`config.mk`:
```
export PLATFORM = sky130hd
export DESIGN_NAME = cam_param_flat
export DESIGN_NICKNAME = d
export VERILOG_FILES = /design/src/rtl/cam_param_pkg.sv /design/src/rtl/cam_param_if.sv /design/src/rtl/cam_prio_enc.sv /design/src/rtl/cam_param.sv /design/src/flat_wrapper.sv
export SDC_FILE = /design/constraint.sdc
export NUM_CORES = 1
export LEC_CHECK = 0
export CAP_MARGIN = 0
export CORE_MARGIN = 2
export CORE_UTILIZATION = 55
export DETAILED_ROUTE_END_ITERATION = 8
export PLACE_DENSITY_LB_ADDON = 0.2
export SLEW_MARGIN = 10
export SYNTH_ARGS = -nofsm -noshare
export SYNTH_HDL_FRONTEND = slang
export SYNTH_HIERARCHICAL = 1
export SYNTH_SLANG_ARGS = --single-unit
```
`constraint.sdc`:
```
create_clock -name clk -period 16.2 [get_ports clk]
set_clock_uncertainty 0.2 [all_clocks]
set_input_delay 1.62 -clock clk [delete_from_list [all_inputs] [get_ports clk]]
set_output_delay 1.62 -clock clk [all_outputs]
set_load 0.01 [all_outputs]
```
`src/rtl/cam_param_pkg.sv`:
```
// Shared constants for the parameterised CAM: default geometry and learn status codes.
package cam_param_pkg;

    localparam int CAM_DATA_W = 16;
    localparam int CAM_DEPTH  = 16;

    typedef enum logic [1:0] {
        LRN_INSERTED = 2'b00,
        LRN_PRESENT  = 2'b01,
        LRN_FULL     = 2'b10,
        LRN_COLLIDE  = 2'b11
    } lrn_status_e;

endpackage

```
`src/rtl/cam_param_if.sv`:
```
// Request/result bundle between the CAM and its client; the client drives the master side.
interface cam_param_if
    import cam_param_pkg::*;
#(
    parameter int DATA_W = CAM_DATA_W,
    parameter int DEPTH  = CAM_DEPTH
) ();
    localparam int ADDR_W = $clog2(DEPTH);

    logic              wr_en;
    logic [ADDR_W-1:0] wr_addr;
    logic [DATA_W-1:0] wr_data;
    logic [DATA_W-1:0] wr_care;
    logic              inv_en;
    logic [ADDR_W-1:0] inv_addr;
    logic              search_en;
    logic [DATA_W-1:0] search_data;
    logic              learn_en;
    logic [DATA_W-1:0] learn_data;

    logic              srch_vld;
    logic              match;
    logic              multi_match;
    logic [DEPTH-1:0]  match_onehot;
    logic [ADDR_W-1:0] match_addr;
    logic              learn_vld;
    logic [1:0]        learn_status;
    logic [ADDR_W-1:0] learn_addr;
    logic              full;
    logic [ADDR_W:0]   used_count;

    modport master (
        output wr_en, wr_addr, wr_data, wr_care, inv_en, inv_addr,
               search_en, search_data, learn_en, learn_data,
        input  srch_vld, match, multi_match, match_onehot, match_addr,
               learn_vld, learn_status, learn_addr, full, used_count
    );

    modport slave (
        input  wr_en, wr_addr, wr_data, wr_care, inv_en, inv_addr,
               search_en, search_data, learn_en, learn_data,
        output srch_vld, match, multi_match, match_onehot, match_addr,
               learn_vld, learn_status, learn_addr, full, used_count
    );

endinterface

```
`src/rtl/cam_prio_enc.sv`:
```
// Lowest-set-bit priority encoder; o_idx is 0 when nothing is set.
module cam_prio_enc #(
    parameter  int N = 16,
    localparam int W = (N > 1) ? $clog2(N) : 1
) (
    input  logic [N-1:0] i_vec,
    output logic [W-1:0] o_idx,
    output logic         o_any
);

    always_comb begin
        o_idx = '0;
        for (int i = N - 1; i >= 0; i--) begin
            if (i_vec[i]) o_idx = W'(i);
        end
        o_any = |i_vec;
    end

endmodule

```
`src/rtl/cam_param.sv`:
```
// Ternary CAM with per-entry valid bits, registered search/learn results and occupancy count.
module cam_param
    import cam_param_pkg::*;
#(
    parameter int DATA_W = CAM_DATA_W,
    parameter int DEPTH  = CAM_DEPTH
) (
    input  logic         clk,
    input  logic         rst,
    cam_param_if.slave   bus
);

    localparam int ADDR_W = $clog2(DEPTH);
    localparam int CNT_W  = ADDR_W + 1;

    logic [DATA_W-1:0] r_key  [DEPTH];
    logic [DATA_W-1:0] r_care [DEPTH];
    logic [DEPTH-1:0]  r_valid;
    logic [CNT_W-1:0]  r_count;

    logic              r_srch_vld;
    logic              r_match;
    logic              r_multi;
    logic [DEPTH-1:0]  r_onehot;
    logic [ADDR_W-1:0] r_match_addr;
    logic              r_lrn_vld;
    lrn_status_e       r_lrn_status;
    logic [ADDR_W-1:0] r_lrn_addr;

    logic [DEPTH-1:0]  w_srch_hit;
    logic [DEPTH-1:0]  w_lrn_hit;
    logic [ADDR_W-1:0] w_srch_idx;
    logic [ADDR_W-1:0] w_lrn_idx;
    logic [ADDR_W-1:0] w_free_idx;
    logic              w_srch_any;
    logic              w_lrn_any;
    logic              w_free_any;
    logic              w_srch_multi;
    logic              w_full;
    logic              w_inv_eff;
    logic              w_collide;
    logic              w_lrn_ins;
    logic              w_wr_new;
    logic              w_inv_old;
    lrn_status_e       w_lrn_status;
    logic [ADDR_W-1:0] w_lrn_addr;

    // Both compare arrays look at pre-edge contents, so same-cycle updates stay invisible.
    for (genvar g = 0; g < DEPTH; g++) begin : g_cmp
        assign w_srch_hit[g] = r_valid[g] &&
                               (((r_key[g] ^ bus.search_data) & r_care[g]) == '0);
        assign w_lrn_hit[g]  = r_valid[g] &&
                               (((r_key[g] ^ bus.learn_data) & r_care[g]) == '0);
    end

    cam_prio_enc #(.N(DEPTH)) u_srch_enc (
        .i_vec (w_srch_hit),
        .o_idx (w_srch_idx),
        .o_any (w_srch_any)
    );

    cam_prio_enc #(.N(DEPTH)) u_lrn_enc (
        .i_vec (w_lrn_hit),
        .o_idx (w_lrn_idx),
        .o_any (w_lrn_any)
    );

    cam_prio_enc #(.N(DEPTH)) u_free_enc (
        .i_vec (~r_valid),
        .o_idx (w_free_idx),
        .o_any (w_free_any)
    );

    assign w_srch_multi = |(w_srch_hit & (w_srch_hit - DEPTH'(1)));
    assign w_full       = (r_count == CNT_W'(DEPTH));

    // A write to the same slot overrides the invalidate.
    assign w_inv_eff = bus.inv_en && !(bus.wr_en && (bus.wr_addr == bus.inv_addr));
    assign w_collide = bus.wr_en || bus.inv_en;
    assign w_lrn_ins = bus.learn_en && !w_collide && !w_lrn_any && w_free_any;
    assign w_wr_new  = bus.wr_en && !r_valid[bus.wr_addr];
    assign w_inv_old = w_inv_eff && r_valid[bus.inv_addr];

    always_comb begin
        w_lrn_status = LRN_INSERTED;
        w_lrn_addr   = w_free_idx;
        if (w_collide) begin
            w_lrn_status = LRN_COLLIDE;
            w_lrn_addr   = '0;
        end else if (w_lrn_any) begin
            w_lrn_status = LRN_PRESENT;
            w_lrn_addr   = w_lrn_idx;
        end else if (w_full) begin
            w_lrn_status = LRN_FULL;
            w_lrn_addr   = '0;
        end
    end

    // Key/care storage is deliberately left unreset; valid bits gate every use of it.
    always_ff @(posedge clk) begin
        if (!rst) begin
            if (bus.wr_en) begin
                r_key[bus.wr_addr]  <= bus.wr_data;
                r_care[bus.wr_addr] <= bus.wr_care;
            end else if (w_lrn_ins) begin
                r_key[w_free_idx]  <= bus.learn_data;
                r_care[w_free_idx] <= '1;
            end
        end
    end

    always_ff @(posedge clk) begin
        if (rst) begin
            r_valid <= '0;
            r_count <= '0;
        end else begin
            if (w_inv_eff) r_valid[bus.inv_addr] <= 1'b0;
            if (bus.wr_en) r_valid[bus.wr_addr]  <= 1'b1;
            if (w_lrn_ins) r_valid[w_free_idx]   <= 1'b1;
            r_count <= r_count + CNT_W'(w_wr_new) + CNT_W'(w_lrn_ins) - CNT_W'(w_inv_old);
        end
    end

    always_ff @(posedge clk) begin
        if (rst) begin
            r_srch_vld   <= 1'b0;
            r_match      <= 1'b0;
            r_multi      <= 1'b0;
            r_onehot     <= '0;
            r_match_addr <= '0;
            r_lrn_vld    <= 1'b0;
            r_lrn_status <= LRN_INSERTED;
            r_lrn_addr   <= '0;
        end else begin
            r_srch_vld   <= bus.search_en;
            r_match      <= bus.search_en && w_srch_any;
            r_multi      <= bus.search_en && w_srch_multi;
            r_onehot     <= bus.search_en ? w_srch_hit : '0;
            r_match_addr <= bus.search_en ? w_srch_idx : '0;
            r_lrn_vld    <= bus.learn_en;
            r_lrn_status <= bus.learn_en ? w_lrn_status : LRN_INSERTED;
            r_lrn_addr   <= bus.learn_en ? w_lrn_addr : '0;
        end
    end

    assign bus.srch_vld     = r_srch_vld;
    assign bus.match        = r_match;
    assign bus.multi_match  = r_multi;
    assign bus.match_onehot = r_onehot;
    assign bus.match_addr   = r_match_addr;
    assign bus.learn_vld    = r_lrn_vld;
    assign bus.learn_status = r_lrn_status;
    assign bus.learn_addr   = r_lrn_addr;
    assign bus.full         = w_full;
    assign bus.used_count   = r_count;

endmodule

```
`src/flat_wrapper.sv`:
```
// flat-port wrapper written by rule: the top's interface ports become plain ports
module cam_param_flat import cam_param_pkg::*;
#(
    parameter int DATA_W = CAM_DATA_W,
    parameter int DEPTH  = CAM_DEPTH
)
  (clk, rst, bus_wr_en, bus_wr_addr, bus_wr_data, bus_wr_care, bus_inv_en, bus_inv_addr, bus_search_en, bus_search_data, bus_learn_en, bus_learn_data, bus_srch_vld, bus_match, bus_multi_match, bus_match_onehot, bus_match_addr, bus_learn_vld, bus_learn_status, bus_learn_addr, bus_full, bus_used_count);
  cam_param_if #(.DATA_W(DATA_W), .DEPTH(DEPTH)) bus_i ();
  input  logic clk;
  input  logic rst;
  input wire logic [$bits(bus_i.wr_en)-1:0] bus_wr_en;
  input wire logic [$bits(bus_i.wr_addr)-1:0] bus_wr_addr;
  input wire logic [$bits(bus_i.wr_data)-1:0] bus_wr_data;
  input wire logic [$bits(bus_i.wr_care)-1:0] bus_wr_care;
  input wire logic [$bits(bus_i.inv_en)-1:0] bus_inv_en;
  input wire logic [$bits(bus_i.inv_addr)-1:0] bus_inv_addr;
  input wire logic [$bits(bus_i.search_en)-1:0] bus_search_en;
  input wire logic [$bits(bus_i.search_data)-1:0] bus_search_data;
  input wire logic [$bits(bus_i.learn_en)-1:0] bus_learn_en;
  input wire logic [$bits(bus_i.learn_data)-1:0] bus_learn_data;
  output wire logic [$bits(bus_i.srch_vld)-1:0] bus_srch_vld;
  output wire logic [$bits(bus_i.match)-1:0] bus_match;
  output wire logic [$bits(bus_i.multi_match)-1:0] bus_multi_match;
  output wire logic [$bits(bus_i.match_onehot)-1:0] bus_match_onehot;
  output wire logic [$bits(bus_i.match_addr)-1:0] bus_match_addr;
  output wire logic [$bits(bus_i.learn_vld)-1:0] bus_learn_vld;
  output wire logic [$bits(bus_i.learn_status)-1:0] bus_learn_status;
  output wire logic [$bits(bus_i.learn_addr)-1:0] bus_learn_addr;
  output wire logic [$bits(bus_i.full)-1:0] bus_full;
  output wire logic [$bits(bus_i.used_count)-1:0] bus_used_count;
  assign bus_i.wr_en = bus_wr_en;
  assign bus_i.wr_addr = bus_wr_addr;
  assign bus_i.wr_data = bus_wr_data;
  assign bus_i.wr_care = bus_wr_care;
  assign bus_i.inv_en = bus_inv_en;
  assign bus_i.inv_addr = bus_inv_addr;
  assign bus_i.search_en = bus_search_en;
  assign bus_i.search_data = bus_search_data;
  assign bus_i.learn_en = bus_learn_en;
  assign bus_i.learn_data = bus_learn_data;
  assign bus_srch_vld = bus_i.srch_vld;
  assign bus_match = bus_i.match;
  assign bus_multi_match = bus_i.multi_match;
  assign bus_match_onehot = bus_i.match_onehot;
  assign bus_match_addr = bus_i.match_addr;
  assign bus_learn_vld = bus_i.learn_vld;
  assign bus_learn_status = bus_i.learn_status;
  assign bus_learn_addr = bus_i.learn_addr;
  assign bus_full = bus_i.full;
  assign bus_used_count = bus_i.used_count;
  cam_param #(.DATA_W(DATA_W), .DEPTH(DEPTH)) u_core (.clk(clk), .rst(rst), .bus(bus_i));
endmodule
```
==> results.sh <==
export IMPL_grt_pass1_vias=17100
export IMPL_antenna_cells=0
export IMPL_synth_warnings=6
export IMPL_htree_levels=2
export IMPL_power_per_cell_area_nw_per_um2=109
export IMPL_synthArstFlopShare_pct=0
export IMPL_clock_path_buffers=3
export IMPL_cp_max_fo=45
export IMPL_cts_tree="done"
export IMPL_min_period_over_period_pct=41.5
export IMPL_slew_viol_final=0
export IMPL_syn_inst=1889
export IMPL_end_kind="flip-flop"
export IMPL_start_util_pct=55.6
export IMPL_max_freq_mhz=149
export IMPL_design_area_um2=30100
export IMPL_postCtsHoldBufs=0
export IMPL_wire_per_inst_um=32.2
export IMPL_nets=2093
export IMPL_pwr_share_seq_pct=49.4
export IMPL_place_congestion=0.953
export IMPL_yosysTopAreaCell="edfxtp_1"
export IMPL_clkLatencyLatePin_ns=0.63
export IMPL_die_w_um=224
export IMPL_cts_buffers=59
export IMPL_grt_max_degree=46
export IMPL_maxSlewHeadroom_pct=20.0
export IMPL_synthTopCellsByArea="edfxtp_1 58%, xor2_1 17%, a22oi_1 4.3%"
export IMPL_antenna_left=0
export IMPL_yosys_register_bits=563
export IMPL_grt_busiest_layer="met2"
export IMPL_dieArea_um2=50100
export IMPL_clkSlewWorstSetupHoldPaths_ns=0.06
export IMPL_routed_wl_um=86200
export IMPL_clock_power_share_pct=41.7
export IMPL_synth_common_cells="515 x xor2_1, 512 x edfxtp_1, 151 x a22oi_1"
export IMPL_cts_sinks=563
export IMPL_row_count=80
export IMPL_synthDistinctLibCells=67
export IMPL_grt_setup_unrepaired="false"
export IMPL_drtPass1Iterations=7
export IMPL_p_leak_nw=10.3
export IMPL_p_sw_mw=0.775
export IMPL_dpl_hpwl_um=50600
export IMPL_use_met3_pct=7.17
export IMPL_root_buffer="clkbuf_16"
export IMPL_grt_usage_pct=34.1
export IMPL_num_vias=17700
export IMPL_synth_ff_type="edfxtp_1"
export IMPL_maxCapViolCount=0
export IMPL_min_period_ns=6.73
export IMPL_netlist_area_um2=26600
export IMPL_drive_gt1_share_pct=10.7
export IMPL_dpl_instance_area_um2=28100
export IMPL_start_kind="input pin"
export IMPL_synth_top_area_share_pct=57.9
export IMPL_synth_edf_count=512
export IMPL_drcViolationCount=0
export IMPL_antenna_found_initial=2
export IMPL_setup_viol=0
export IMPL_post_route_util_pct=63.1
export IMPL_gr_usage_met1_pct=47.2
export IMPL_syn_avg_cell_area_um2=14.1
export IMPL_yosysMostFrequentCell="xor2_1"
export IMPL_core_um2=47700
export IMPL_hold_viol_final=0
export IMPL_internal_power_mw=2.50
export IMPL_swShare_pct=23.6
export IMPL_pin_count=114
export IMPL_io_buffers=113
export IMPL_cts_resized=0
export IMPL_die_y_um=224
export IMPL_synth_nets=1974
export IMPL_worst_pin_slew_ns=1.20
export IMPL_status="completed"
export IMPL_critPathKind="input pin to flip-flop"
export IMPL_area_delta_synth_final_pct=13.4
export IMPL_synth_seq_area_share_pct=61.7
export IMPL_viasPerCell=6.62
export IMPL_setup_tns_ns=0
export IMPL_use_met2_pct=53.0
export IMPL_combPwrFrac_pct=8.9
export IMPL_worst_ep_required_time_ns=16.24
export IMPL_grt_overflow=0
export IMPL_cts_setup_buffers=0
export IMPL_grt_pass1_wl_um=119000
export IMPL_ir_worst_vdd_mv=0.0901
export IMPL_drt_iter0_markers=2828
export IMPL_hp_class="flip-flop to flip-flop"
export IMPL_worstPathArrival_ns=6.77
-- cells in the final DEF (no fill, tap or decap), types with 24 or more instances in the layout --
cell type          n
xor2_1           515
edfxtp_1         512
a22oi_1          151
clkdlybuf4s50_1   96
a21oi_1           63
clkbuf_16         61
nor2_1            61
dfxtp_1           51
nand3_1           47
inv_1             37
a22o_1            34
nand2_1           31
nand4_1           28
buf_4             28
o21ai_0           24
-- path summary, 6_finish.rpt --
| path | cells after the start | slack, ns | from | endpoint |
|---|---|---|---|---|
| setup / recovery | 17 | 9.47 | bus_learn_data[13] | u_core/r_care[14][15] |
| hold / removal | 2 | 0.32 | u_core/r_valid[10] | u_core/r_valid[10] |
| setup reg to reg | 16 | 10.86 | u_core/r_key[4][5] | u_core/r_care[14][15] |
| hold reg to reg | 2 | 0.32 | u_core/r_valid[10] | u_core/r_valid[10] |
-- layout make-up --
cell class / count / area, um2
Fill cell: 3552 / 17600
Sequential cell: 563 / 16400
Multi-Input combinational cell: 1206 / 9580
Clock buffer: 75 / 1620
Timing Repair Buffer: 141 / 1260
Tap cell: 615 / 769
Clock inverter: 37 / 347
Inverter: 37 / 139
-- metal layers --
metal,routed length [um],vias up
li1,-,7331
met1,33100,8924
met2,38800,1230
met3,10400,223
met4,3860,0
met5,0,-
-- cell families after synthesis --
kind of cell / count (synthesis) / share of synthesized area [%]
AO/OA/AOI/OAI: 366 / 10.7
XOR/XNOR: 519 / 17.1
adder cells (fa/ha/maj): 9 / 0.462
buffers and inverters: 120 / 2.66
flip-flops: 563 / 61.7
multiplexers: 31 / 1.71
AND/OR/NAND/NOR: 281 / 5.56
-- worst max-delay path: stages --
cell,delay (ns)
clkdlybuf4s50_1,0.45
buf_4,0.43
xor2_1,0.19
a22o_1,0.16
a221oi_1,0.06
and4b_1,0.24
nor4_2,0.32
nand3_1,0.13
or3_1,0.49
nor3_1,0.25
and3_1,0.26
inv_1,0.12
nor2_4,0.08
buf_4,0.48
mux2i_1,0.33
nand2_1,0.26
nor2_4,0.84
-- through the flow --
| stage | setup slack, ns | power (mW) | hold slack (ns) | cells |
|---|---|---|---|---|
| detailed placement | 8.96 | 1.93 | 0.309 | 2562 |
| floorplan | 9.24 | 1.81 | 0.273 | 1889 |
| CTS | 9.61 | 3.28 | 0.319 | 2674 |
| global route | 9.22 | 3.36 | 0.346 | 2674 |
| global placement | 9.13 | 1.93 | 0.293 | 2562 |
| finish | 9.47 | 3.28 | 0.317 | 2674 |
-- sequential cells by signal, indices dropped and copies added, names as in the netlist --
register	count
u_core/r_care	256
u_core/r_key	256
u_core/bus.match_onehot	16
u_core/r_valid	16
u_core/bus.used_count	5
u_core/bus.learn_addr	4
u_core/bus.match_addr	4
u_core/bus.learn_status	2
u_core/bus.learn_vld	1
u_core/bus.match	1
u_core/bus.multi_match	1
u_core/bus.srch_vld	1
-- power groups by stage --
stage                     clock network [mW]  logic [mW]  registers [mW]
after global routing                    1.44       0.302            1.62
after detailed placement                   0       0.283            1.65
final                                   1.37       0.291            1.62
after floorplan                            0       0.162            1.65
after CTS                               1.38       0.285            1.62
after global placement                     0       0.279            1.65
(Power assumes the default switching activity.)
